===== src/rtl/lv_abist_seq_if.sv =====
// lv_abist_seq_if -- bundle between the low-voltage analog BIST sequencer and
// its surroundings (register/fault logic, analog front end, per-item checkers).
//
// Signals:
//   i_bist_start   run request, level-sampled, acted on only when idle
//   i_bist_abort   abort request, effective in any state
//   i_cmp_flag     raw asynchronous comparator outputs, one bit per item
//   o_bist_en      one-hot-or-zero stimulus enables toward the front end
//   o_bist_busy    run in progress
//   o_bist_done    single-cycle pulse at run completion
//   o_bist_result  per-item result of the last completed run, 1 = pass
//   o_bist_fail    OR of the failing items, updated together with the result
//
// Modports:
//   master  the requesting side (drives start/abort and the comparator flags)
//   slave   the sequencer itself
interface lv_abist_seq_if #(
  parameter int ITEM_NUM = 3
);

  logic                i_bist_start;
  logic                i_bist_abort;
  logic [ITEM_NUM-1:0] i_cmp_flag;
  logic [ITEM_NUM-1:0] o_bist_en;
  logic                o_bist_busy;
  logic                o_bist_done;
  logic [ITEM_NUM-1:0] o_bist_result;
  logic                o_bist_fail;

  modport master (
    output i_bist_start,
    output i_bist_abort,
    output i_cmp_flag,
    input  o_bist_en,
    input  o_bist_busy,
    input  o_bist_done,
    input  o_bist_result,
    input  o_bist_fail
  );

  modport slave (
    input  i_bist_start,
    input  i_bist_abort,
    input  i_cmp_flag,
    output o_bist_en,
    output o_bist_busy,
    output o_bist_done,
    output o_bist_result,
    output o_bist_fail
  );

endinterface


===== src/rtl/lv_abist_seq.sv =====
// lv_abist_seq -- sequencer for the low-voltage analog BIST.
//
// On a start request the sequencer walks the comparators in fixed order
// (bit 0 = lv_ov, bit 1 = lv_uv, bit 2 = otp). For each item it:
//   PRE   keeps all stimulus off for SETTLE_CYC cycles and expects the
//         comparator to be idle (a high flag here is a stuck-high fault),
//   STIM  drives the item's stimulus enable for at most WIN_CYC cycles and
//         waits for the comparator to trip (no trip is a no-response fault),
//   REL   removes the stimulus for SETTLE_CYC cycles and expects the
//         comparator to have recovered by the last cycle.
// After the last item a one-cycle DONE publishes the pass vector.
//
// Ports:
//   i_clk    system clock
//   i_rst_n  synchronous active-low reset
//   bus      lv_abist_seq_if.slave: start/abort requests, raw comparator
//            flags in; stimulus enables, busy, done pulse, result and fail out
//
// Parameters:
//   CLK_M       clock cycles per microsecond
//   ITEM_NUM    number of BIST items
//   WIN_US      stimulus window per item in microseconds
//   SETTLE_CYC  length of the PRE and REL phases in cycles (>= 1)
module lv_abist_seq #(
  parameter int CLK_M      = 48,
  parameter int ITEM_NUM   = 3,
  parameter int WIN_US     = 70,
  parameter int SETTLE_CYC = 16
) (
  input  logic          i_clk,
  input  logic          i_rst_n,
  lv_abist_seq_if.slave bus
);

  localparam int WIN_CYC = WIN_US * CLK_M;
  localparam int CNT_TOP = (WIN_CYC > SETTLE_CYC) ? WIN_CYC : SETTLE_CYC;
  localparam int CNT_W   = $clog2(CNT_TOP + 1);
  localparam int IDX_W   = (ITEM_NUM > 1) ? $clog2(ITEM_NUM) : 1;

  localparam logic [CNT_W-1:0]    WIN_LAST = CNT_W'(WIN_CYC - 1);
  localparam logic [CNT_W-1:0]    SET_LAST = CNT_W'(SETTLE_CYC - 1);
  localparam logic [CNT_W-1:0]    CNT_SAT  = '1;
  localparam logic [IDX_W-1:0]    IDX_LAST = IDX_W'(ITEM_NUM - 1);
  localparam logic [ITEM_NUM-1:0] ITEM_ONE = ITEM_NUM'(1);

  typedef enum logic [2:0] {
    S_IDLE,
    S_PRE,
    S_STIM,
    S_REL,
    S_DONE
  } state_t;

  state_t              state;
  logic [IDX_W-1:0]    idx;
  logic [CNT_W-1:0]    cnt;
  logic [ITEM_NUM-1:0] err;

  logic [ITEM_NUM-1:0] sync_q1;
  logic [ITEM_NUM-1:0] flag_s;

  logic [ITEM_NUM-1:0] en_q;
  logic                busy_q;
  logic                done_q;
  logic [ITEM_NUM-1:0] result_q;
  logic                fail_q;

  logic [ITEM_NUM-1:0] idx_mask;
  logic                cur_flag;
  logic [ITEM_NUM-1:0] err_hit;
  logic [ITEM_NUM-1:0] err_rel;
  logic [CNT_W-1:0]    cnt_inc;

  // Two-flop synchronizer per comparator; the raw flags are asynchronous to
  // i_clk and every decision below uses flag_s only.
  always_ff @(posedge i_clk) begin
    if (!i_rst_n) begin
      sync_q1 <= '0;
      flag_s  <= '0;
    end else begin
      sync_q1 <= bus.i_cmp_flag;
      flag_s  <= sync_q1;
    end
  end

  // Helpers for the item under test. The flag is picked through a mask so an
  // index can never select outside the vector. err_rel is the error vector as
  // it stands after the recovery check of the last REL cycle; DONE publishes
  // it on the same edge that records it. The counter saturates instead of
  // wrapping.
  always_comb begin
    idx_mask = ITEM_ONE << idx;
    cur_flag = |(flag_s & idx_mask);
    err_hit  = err | idx_mask;
    err_rel  = cur_flag ? err_hit : err;
    cnt_inc  = (cnt == CNT_SAT) ? cnt : cnt + CNT_W'(1);
  end

  // Sequencer FSM with registered outputs. Abort has priority over every
  // state and leaves result/fail untouched, so the last completed run stays
  // visible. The enable is loaded on the edge entering STIM so the first
  // STIM cycle already shows it, and cleared on the edge leaving STIM.
  always_ff @(posedge i_clk) begin
    if (!i_rst_n) begin
      state    <= S_IDLE;
      idx      <= '0;
      cnt      <= '0;
      err      <= '0;
      en_q     <= '0;
      busy_q   <= 1'b0;
      done_q   <= 1'b0;
      result_q <= '0;
      fail_q   <= 1'b0;
    end else if (bus.i_bist_abort) begin
      state  <= S_IDLE;
      cnt    <= '0;
      en_q   <= '0;
      busy_q <= 1'b0;
      done_q <= 1'b0;
    end else begin
      done_q <= 1'b0;
      case (state)
        S_IDLE: begin
          if (bus.i_bist_start) begin
            err    <= '0;
            idx    <= '0;
            cnt    <= '0;
            busy_q <= 1'b1;
            state  <= S_PRE;
          end
        end

        S_PRE: begin
          if (cur_flag) begin
            err <= err_hit;
          end
          if (cnt == SET_LAST) begin
            cnt   <= '0;
            en_q  <= idx_mask;
            state <= S_STIM;
          end else begin
            cnt <= cnt_inc;
          end
        end

        // A trip seen on the last window cycle still counts as a trip.
        S_STIM: begin
          if (cur_flag) begin
            cnt   <= '0;
            en_q  <= '0;
            state <= S_REL;
          end else if (cnt == WIN_LAST) begin
            err   <= err_hit;
            cnt   <= '0;
            en_q  <= '0;
            state <= S_REL;
          end else begin
            cnt <= cnt_inc;
          end
        end

        // Only the final REL cycle is judged, giving the comparator the
        // whole settle time to fall back.
        S_REL: begin
          if (cnt == SET_LAST) begin
            cnt <= '0;
            err <= err_rel;
            if (idx == IDX_LAST) begin
              busy_q   <= 1'b0;
              done_q   <= 1'b1;
              result_q <= ~err_rel;
              fail_q   <= |err_rel;
              state    <= S_DONE;
            end else begin
              idx   <= idx + IDX_W'(1);
              state <= S_PRE;
            end
          end else begin
            cnt <= cnt_inc;
          end
        end

        S_DONE: begin
          state <= S_IDLE;
        end

        default: begin
          state <= S_IDLE;
        end
      endcase
    end
  end

  assign bus.o_bist_en     = en_q;
  assign bus.o_bist_busy   = busy_q;
  assign bus.o_bist_done   = done_q;
  assign bus.o_bist_result = result_q;
  assign bus.o_bist_fail   = fail_q;

endmodule


===== src/flat_wrapper.sv =====
// flat-port wrapper written by rule: the top's interface ports become plain ports
module lv_abist_seq_flat 
#(
  parameter int CLK_M      = 48,
  parameter int ITEM_NUM   = 3,
  parameter int WIN_US     = 70,
  parameter int SETTLE_CYC = 16
)
  (i_clk, i_rst_n, bus_i_bist_start, bus_i_bist_abort, bus_i_cmp_flag, bus_o_bist_en, bus_o_bist_busy, bus_o_bist_done, bus_o_bist_result, bus_o_bist_fail);
  lv_abist_seq_if #(.ITEM_NUM(ITEM_NUM)) bus_i ();
  input  logic i_clk;
  input  logic i_rst_n;
  input wire logic [$bits(bus_i.i_bist_start)-1:0] bus_i_bist_start;
  input wire logic [$bits(bus_i.i_bist_abort)-1:0] bus_i_bist_abort;
  input wire logic [$bits(bus_i.i_cmp_flag)-1:0] bus_i_cmp_flag;
  output wire logic [$bits(bus_i.o_bist_en)-1:0] bus_o_bist_en;
  output wire logic [$bits(bus_i.o_bist_busy)-1:0] bus_o_bist_busy;
  output wire logic [$bits(bus_i.o_bist_done)-1:0] bus_o_bist_done;
  output wire logic [$bits(bus_i.o_bist_result)-1:0] bus_o_bist_result;
  output wire logic [$bits(bus_i.o_bist_fail)-1:0] bus_o_bist_fail;
  assign bus_i.i_bist_start = bus_i_bist_start;
  assign bus_i.i_bist_abort = bus_i_bist_abort;
  assign bus_i.i_cmp_flag = bus_i_cmp_flag;
  assign bus_o_bist_en = bus_i.o_bist_en;
  assign bus_o_bist_busy = bus_i.o_bist_busy;
  assign bus_o_bist_done = bus_i.o_bist_done;
  assign bus_o_bist_result = bus_i.o_bist_result;
  assign bus_o_bist_fail = bus_i.o_bist_fail;
  lv_abist_seq #(.CLK_M(CLK_M), .ITEM_NUM(ITEM_NUM), .WIN_US(WIN_US), .SETTLE_CYC(SETTLE_CYC)) u_core (.i_clk(i_clk), .i_rst_n(i_rst_n), .bus(bus_i));
endmodule

===== config.mk =====
export PLATFORM = sky130hd
export DESIGN_NAME = lv_abist_seq_flat
export DESIGN_NICKNAME = d
export VERILOG_FILES = /design/src/rtl/lv_abist_seq_if.sv /design/src/rtl/lv_abist_seq.sv /design/src/flat_wrapper.sv
export SDC_FILE = /design/constraint.sdc
export NUM_CORES = 1
export LEC_CHECK = 0
export CORE_AREA = 2 2 52 103
export DETAILED_ROUTE_END_ITERATION = 10
export DIE_AREA = 0 0 54 105
export PLACE_DENSITY = 0.59
export SLEW_MARGIN = 15
export SYNTH_ARGS = -nofsm -noshare
export SYNTH_HDL_FRONTEND = slang
export SYNTH_SLANG_ARGS = --single-unit

===== constraint.sdc =====
create_clock -name i_clk -period 1.8 [get_ports i_clk]
set_clock_uncertainty 0.15 [all_clocks]
set_input_delay 0.27 -clock i_clk [delete_from_list [all_inputs] [get_ports i_clk]]
set_output_delay 0.27 -clock i_clk [all_outputs]
set_load 0.03 [all_outputs]

# Word-level counts from Yosys, hierarchy flattened
# Cells that the tools add are included.
[classes] addsub=2 multipliers=0 n_div=0 magnitude_cmp=0 eq_ne=15 shift=1 n_mux=32 bitwise=7 n_reduce_logical=17
[ops] operator="$mux 12" n=5
[ops] operator="$mux 3" n=14
[ops] operator="$pmux 12 s3" n=1
[ops] operator="$eq 12x12->1 const B" n=2
[ops] operator="$pmux 3 s4" n=2
[ops] operator="$add 12x1->12 const B" n=1
[ops] operator="$eq 12x4->1 const B" n=1
[ops] operator="$reduce_and 4->1" n=3
[ops] operator="$ne 2x1->1 const B" n=4
[ops] operator="$eq 3x2->1 const B" n=2
[ops] operator="$mux 2" n=3
[ops] operator="$ne 2x2->1 const B" n=3
[ops] operator="$pmux 3 s2" n=1
[ops] operator="$reduce_and 6->1" n=1
[ops] operator="$reduce_or 3->1" n=2
[ops] operator="$reduce_and 5->1" n=1
[ops] operator="$mux 1" n=4
[ops] operator="$not 1->1" n=4
[ops] operator="$pmux 2 s2" n=1
[ops] operator="$reduce_bool 2->1" n=2
[ops] operator="$reduce_bool 4->1" n=1
[ops] operator="$reduce_or 2->1" n=2
[ops] operator="$reduce_or 4->1" n=1
[ops] operator="$and 3x3->3" n=1
[ops] operator="other kinds (12)" n=12
[totals] register_bits=35 latch_bits=0 mem_bits_rw=0 rom_bits=0 input_bits=7 out_inout_bits=9 elab_cells=85 mem_count=0

# Longest topological paths before layout
[logic_depth] depth_word=6 ltp_mapped=8 mapped_depth_nobuf=7

# Worst setup path after synthesis
# No wires, ideal clock.
[synth_timing] path_type="reg2reg" start="register u_core.cnt[0]" end="register u_core.en_q[0] (netlist: u_core.bus.o_bist_en[0])" setup_ns=0.132 t_arrival_ns=1.580 required_ns=1.518 setup_slack_ns=-0.062 path_stages_with_launch=9 n_path_buf=2 synth_period_minus_slack_ns=1.862 cell_sequence="dfxtp_1 -> ha_1 -> and4_1 -> buf_2 -> nand4_1 -> and3_1 -> buf_2 -> o31ai_1 -> a21oi_1"
[synth_between] elab_chain_cells=3 word_cells_on_any_way=5 cone_classes="eq/ne (4); reduce/logical (1)"
[synth_lines] item="from (decl)" line_no="lv_abist_seq.sv:56" source="logic [CNT_W-1:0] cnt;"
[synth_lines] item="from (signal assigned)" line_no="lv_abist_seq.sv:142" source="cnt <= cnt_inc;"
[synth_lines] item="from (signal assigned)" line_no="lv_abist_seq.sv:158" source="cnt <= cnt_inc;"
[synth_lines] item="from (signal assigned)" line_no="lv_abist_seq.sv:179" source="cnt <= cnt_inc;"
[synth_lines] item="$eq 12x12->1 / $eq 12x4->1 (equally long branches)" line_no="lv_abist_seq.sv:152, lv_abist_seq.sv:137"
[synth_lines] item="$ne 3x1->1 (no source line) / $ne 2x1->1 (equally long branches)"
[synth_lines] item="$reduce_and 3->1 (no source line) (*)"
[synth_lines] item="to (signal assigned)" line_no="lv_abist_seq.sv:139" source="en_q <= idx_mask;"
[synth_lines] item="to (decl)" line_no="lv_abist_seq.sv:62" source="logic [ITEM_NUM-1:0] en_q;"
# Mark *: on every way between the ends. The rest lies on a longest branch, timed or not.
# A chain may end at the register's enable or synchronous reset.

# Worst setup path after layout
[layout_timing] start="register u_core.cnt[5]" end="register u_core.result_q[0] (netlist: u_core.bus.o_bist_result[0])"
[layout_between] elab_chain_cells=2
[layout_lines] item="$eq 12x4->1" line_no="lv_abist_seq.sv:165" source="if (cnt == SET_LAST) begin"
[layout_lines] item="$reduce_and 4->1 (no source line)"
[layout_lines] item="to (signal assigned)" line_no="lv_abist_seq.sv:171" source="result_q <= ~err_rel;"
[layout_lines] item="to (decl)" line_no="lv_abist_seq.sv:65" source="logic [ITEM_NUM-1:0] result_q;"
# No other way between the ends.

==> impl_metrics.ini <==
[floorplan]
initial_core_util_pct = 35.34
coreArea_um2 = 4865
die_h_um = 105
ioPinCount = 16
rows = 36
die_area_um2 = 5670
die_w_um = 54

[timing]
rsz0062_at_grt = true
finalHoldViolCount = 0
worst_hold_slack_ns = 0.2854
worst_pin_slew_ns = 0.4742
finalSetupViolCount = 9
fmax_ghz = 0.5358
period_share_pct = 103.7
fin_crit_ns = 1.866
slew_violations = 0
worst_slack_ns = -0.06646
relSlewSlack_pct = 68.15

[setup_path]
critPathTopFamily = simple AND/OR/NAND/NOR gates
crit_path_start_kind = flop
criticalPathCategory = reg2reg
crit_required_ns = 1.84
worstPathArrival_ns = 1.90
rrSetupSlack_ns = -0.07
endpoint_kind = flop
critPathSlowestCell = dfxtp_2
crit_end = u_core.bus.o_bist_result[0]
crit_buf_inv = 2
timing.rr.end = u_core.bus.o_bist_result[0]
worstPathCellList = nor4_4 -> buf_4 -> nand3_4 -> buf_12 -> nor3_4 -> mux2i_1 -> nor2_1
reg2reg_from = u_core.cnt[5]
max_stage_delay_ns = 0.34
cp-startpoint = u_core.cnt[5]
worstRegToRegCells = 7
cp_num_cells = 7
worstPathMaxFanout = 5

[final_layout]
layout.nets = 254
fin_cells = 301
num_antenna_cells = 0
drive_gt1_share_pct = 38.52
layout_commonest_cell = buf_4
fillCellCount = 455
mostFrequentLayoutCells = 37 x buf_4, 25 x dfxtp_1, 18 x nor2_1
syn2layout_area_growth_pct = 44.69

[synthesis]
synth_warnings = 0
synthCells = 191
ys_ff_latch = 35
syn_avg_cell_area_um2 = 9.001
synth-edff-count = 0
syn_area_um2 = 1719
synth-seq-area-share_pct = 40.76
syn_nets = 202
async_reset_ff_share_pct = 0
synth_ff_type = dfxtp_1
yosysUniqueCellTypes = 45

[detailed_routing]
route.met2.wl_mm = 2.572
wirelength_mm = 4.411
drc_errors = 0
wl_met1_mm = 1.550
top_layer_used = met4
firstDrtPassIters = 4
avgViaCountPerCell = 5.382
detail-route-antenna-nets = 0
first_iter_violations = 30
wl_met3_um = 96
vias = 1620
routedWlPerCell_um = 14.65

[grt]
grt_pass1_wl_mm = 6.934
grt_max_degree = 12
antenna_found_initial = 0
overflow = 0
grt_pass1_vias = 1575
grt_usage_pct = 16.67

[clock_network]
clk_path_buf_depth = 2
cts_sinks = 35
cts_buffers = 5
cts_root_buf = clkbuf_8
postCtsHoldBufs = 0
h-tree-depth = 2
cts_tree = built
clock_latency_ns = 0.29
cts.reportedPaths.clkPinSlew_ns = 0.07

[power]
pwr_density_cell_nw_per_um2 = 618.8
leakagePower_nw = 0.9457
vdd_drop_max_uv = 408.6

[flow_run]
maxCapViolations = 0

[place]
gp_congestion = 0.7862
dpl.hpwl_mm = 3.288
port_buffers = 15
placed_cells = 291

[worst_hold_path]
hold_class = reg2reg

[run_status]
status = finished with violations
violations = setup timing
[registers in the layout, indices dropped and copies added, names as in the netlist]
register                  count
u_core.bus.o_bist_busy        1
u_core.bus.o_bist_done        1
u_core.bus.o_bist_en          3
u_core.bus.o_bist_fail        1
u_core.bus.o_bist_result      3
u_core.cnt                   12
u_core.err                    3
u_core.flag_s                 3
u_core.idx                    2
u_core.state                  3
u_core.sync_q1                3
[how the worst min path moves through the flow]
stage / endpoint / cells past startpoint / start
floorplan: u_core.bus.o_bist_done / 1 / bus_i_bist_abort
global placement: u_core.flag_s[0] / 1 / u_core.sync_q1[0]
detailed placement: u_core.flag_s[2] / 1 / u_core.sync_q1[2]
CTS: u_core.flag_s[2] / 1 / u_core.sync_q1[2]
global route: u_core.flag_s[2] / 1 / u_core.sync_q1[2]
finish: u_core.flag_s[2] / 1 / u_core.sync_q1[2]
[power breakdown]
part	total, mW	leakage [nW]	switching [mW]	internal, mW
sequential	0.792	0.289	0.00721	0.785
clock	0.633	0.0515	0.284	0.349
combinational	0.114	0.606	0.0584	0.0553
[repair_timing]
item,in CTS,in global routing
buffers inserted,0,2
resized for setup,20,22
endpoints found under the setup margin,27,27
pin swaps,10,18
[metal layers]
layer  vias to the layer above  track usage, %
met4                         0           11.61
li1                        798               -
met2                        29           31.01
met1                       776           14.48
met3                        17           2.857
met5                         -               0
[synthesized netlist by cell type (5+ instances only)]
library cell  number  share of area, %
nand2_1           11               2.4
a21oi_1           15               4.4
and2_1             8               2.9
xor2_1             8               4.1
inv_1              7               1.5
nor2_1            19               4.1
nand4_1            8               2.9
dfxtp_1           35                41
mux2i_1            5               2.9
nor4_1             5               1.8
nand3_1            8               2.3
and3_1             5               1.8
[metrics by stage]
stage	util [%]	instance area (µm²)	setup slack, ns	total power [mW]	setup TNS, ns
after CTS	49.25	2396	-0.07041	1.547	-0.4214
after detailed placement	45.45	2211	-0.2351	0.9146	-3.097
after global placement	45.45	2211	-0.2460	0.9138	-2.533
after floorplan	-	1733	0.0009964	0.8618	0
final	51.13	2487	-0.06646	1.539	-0.2889
after global routing	51.13	2487	-0.1710	1.585	-1.858
[final cells by class]
class                      count  area [µm²]  share of cell area, %
tap                           57       71.32                  2.867
timing repair buffer          55       479.2                  19.27
inverter                       7       26.28                  1.056
clock buffer                   8       100.1                  4.024
multi-input combinational    139        1097                  44.11
sequential                    35       713.2                  28.67
[cell families (layout without fill, tap and decap cells)]
group                    after synthesis  after routing  synth area share (%)
AND/OR/NAND/NOR                       84             84                 30.57
AO/OA/AOI/OAI                         38             38                 14.48
flip-flops                            35             35                 40.76
buffers and inverters                 17             70                 4.294
XOR/XNOR                               8              8                 4.076
multiplexers                           5              5                 2.911
adder cells (fa/ha/maj)                4              4                 2.911
(Power assumes the default switching activity.)
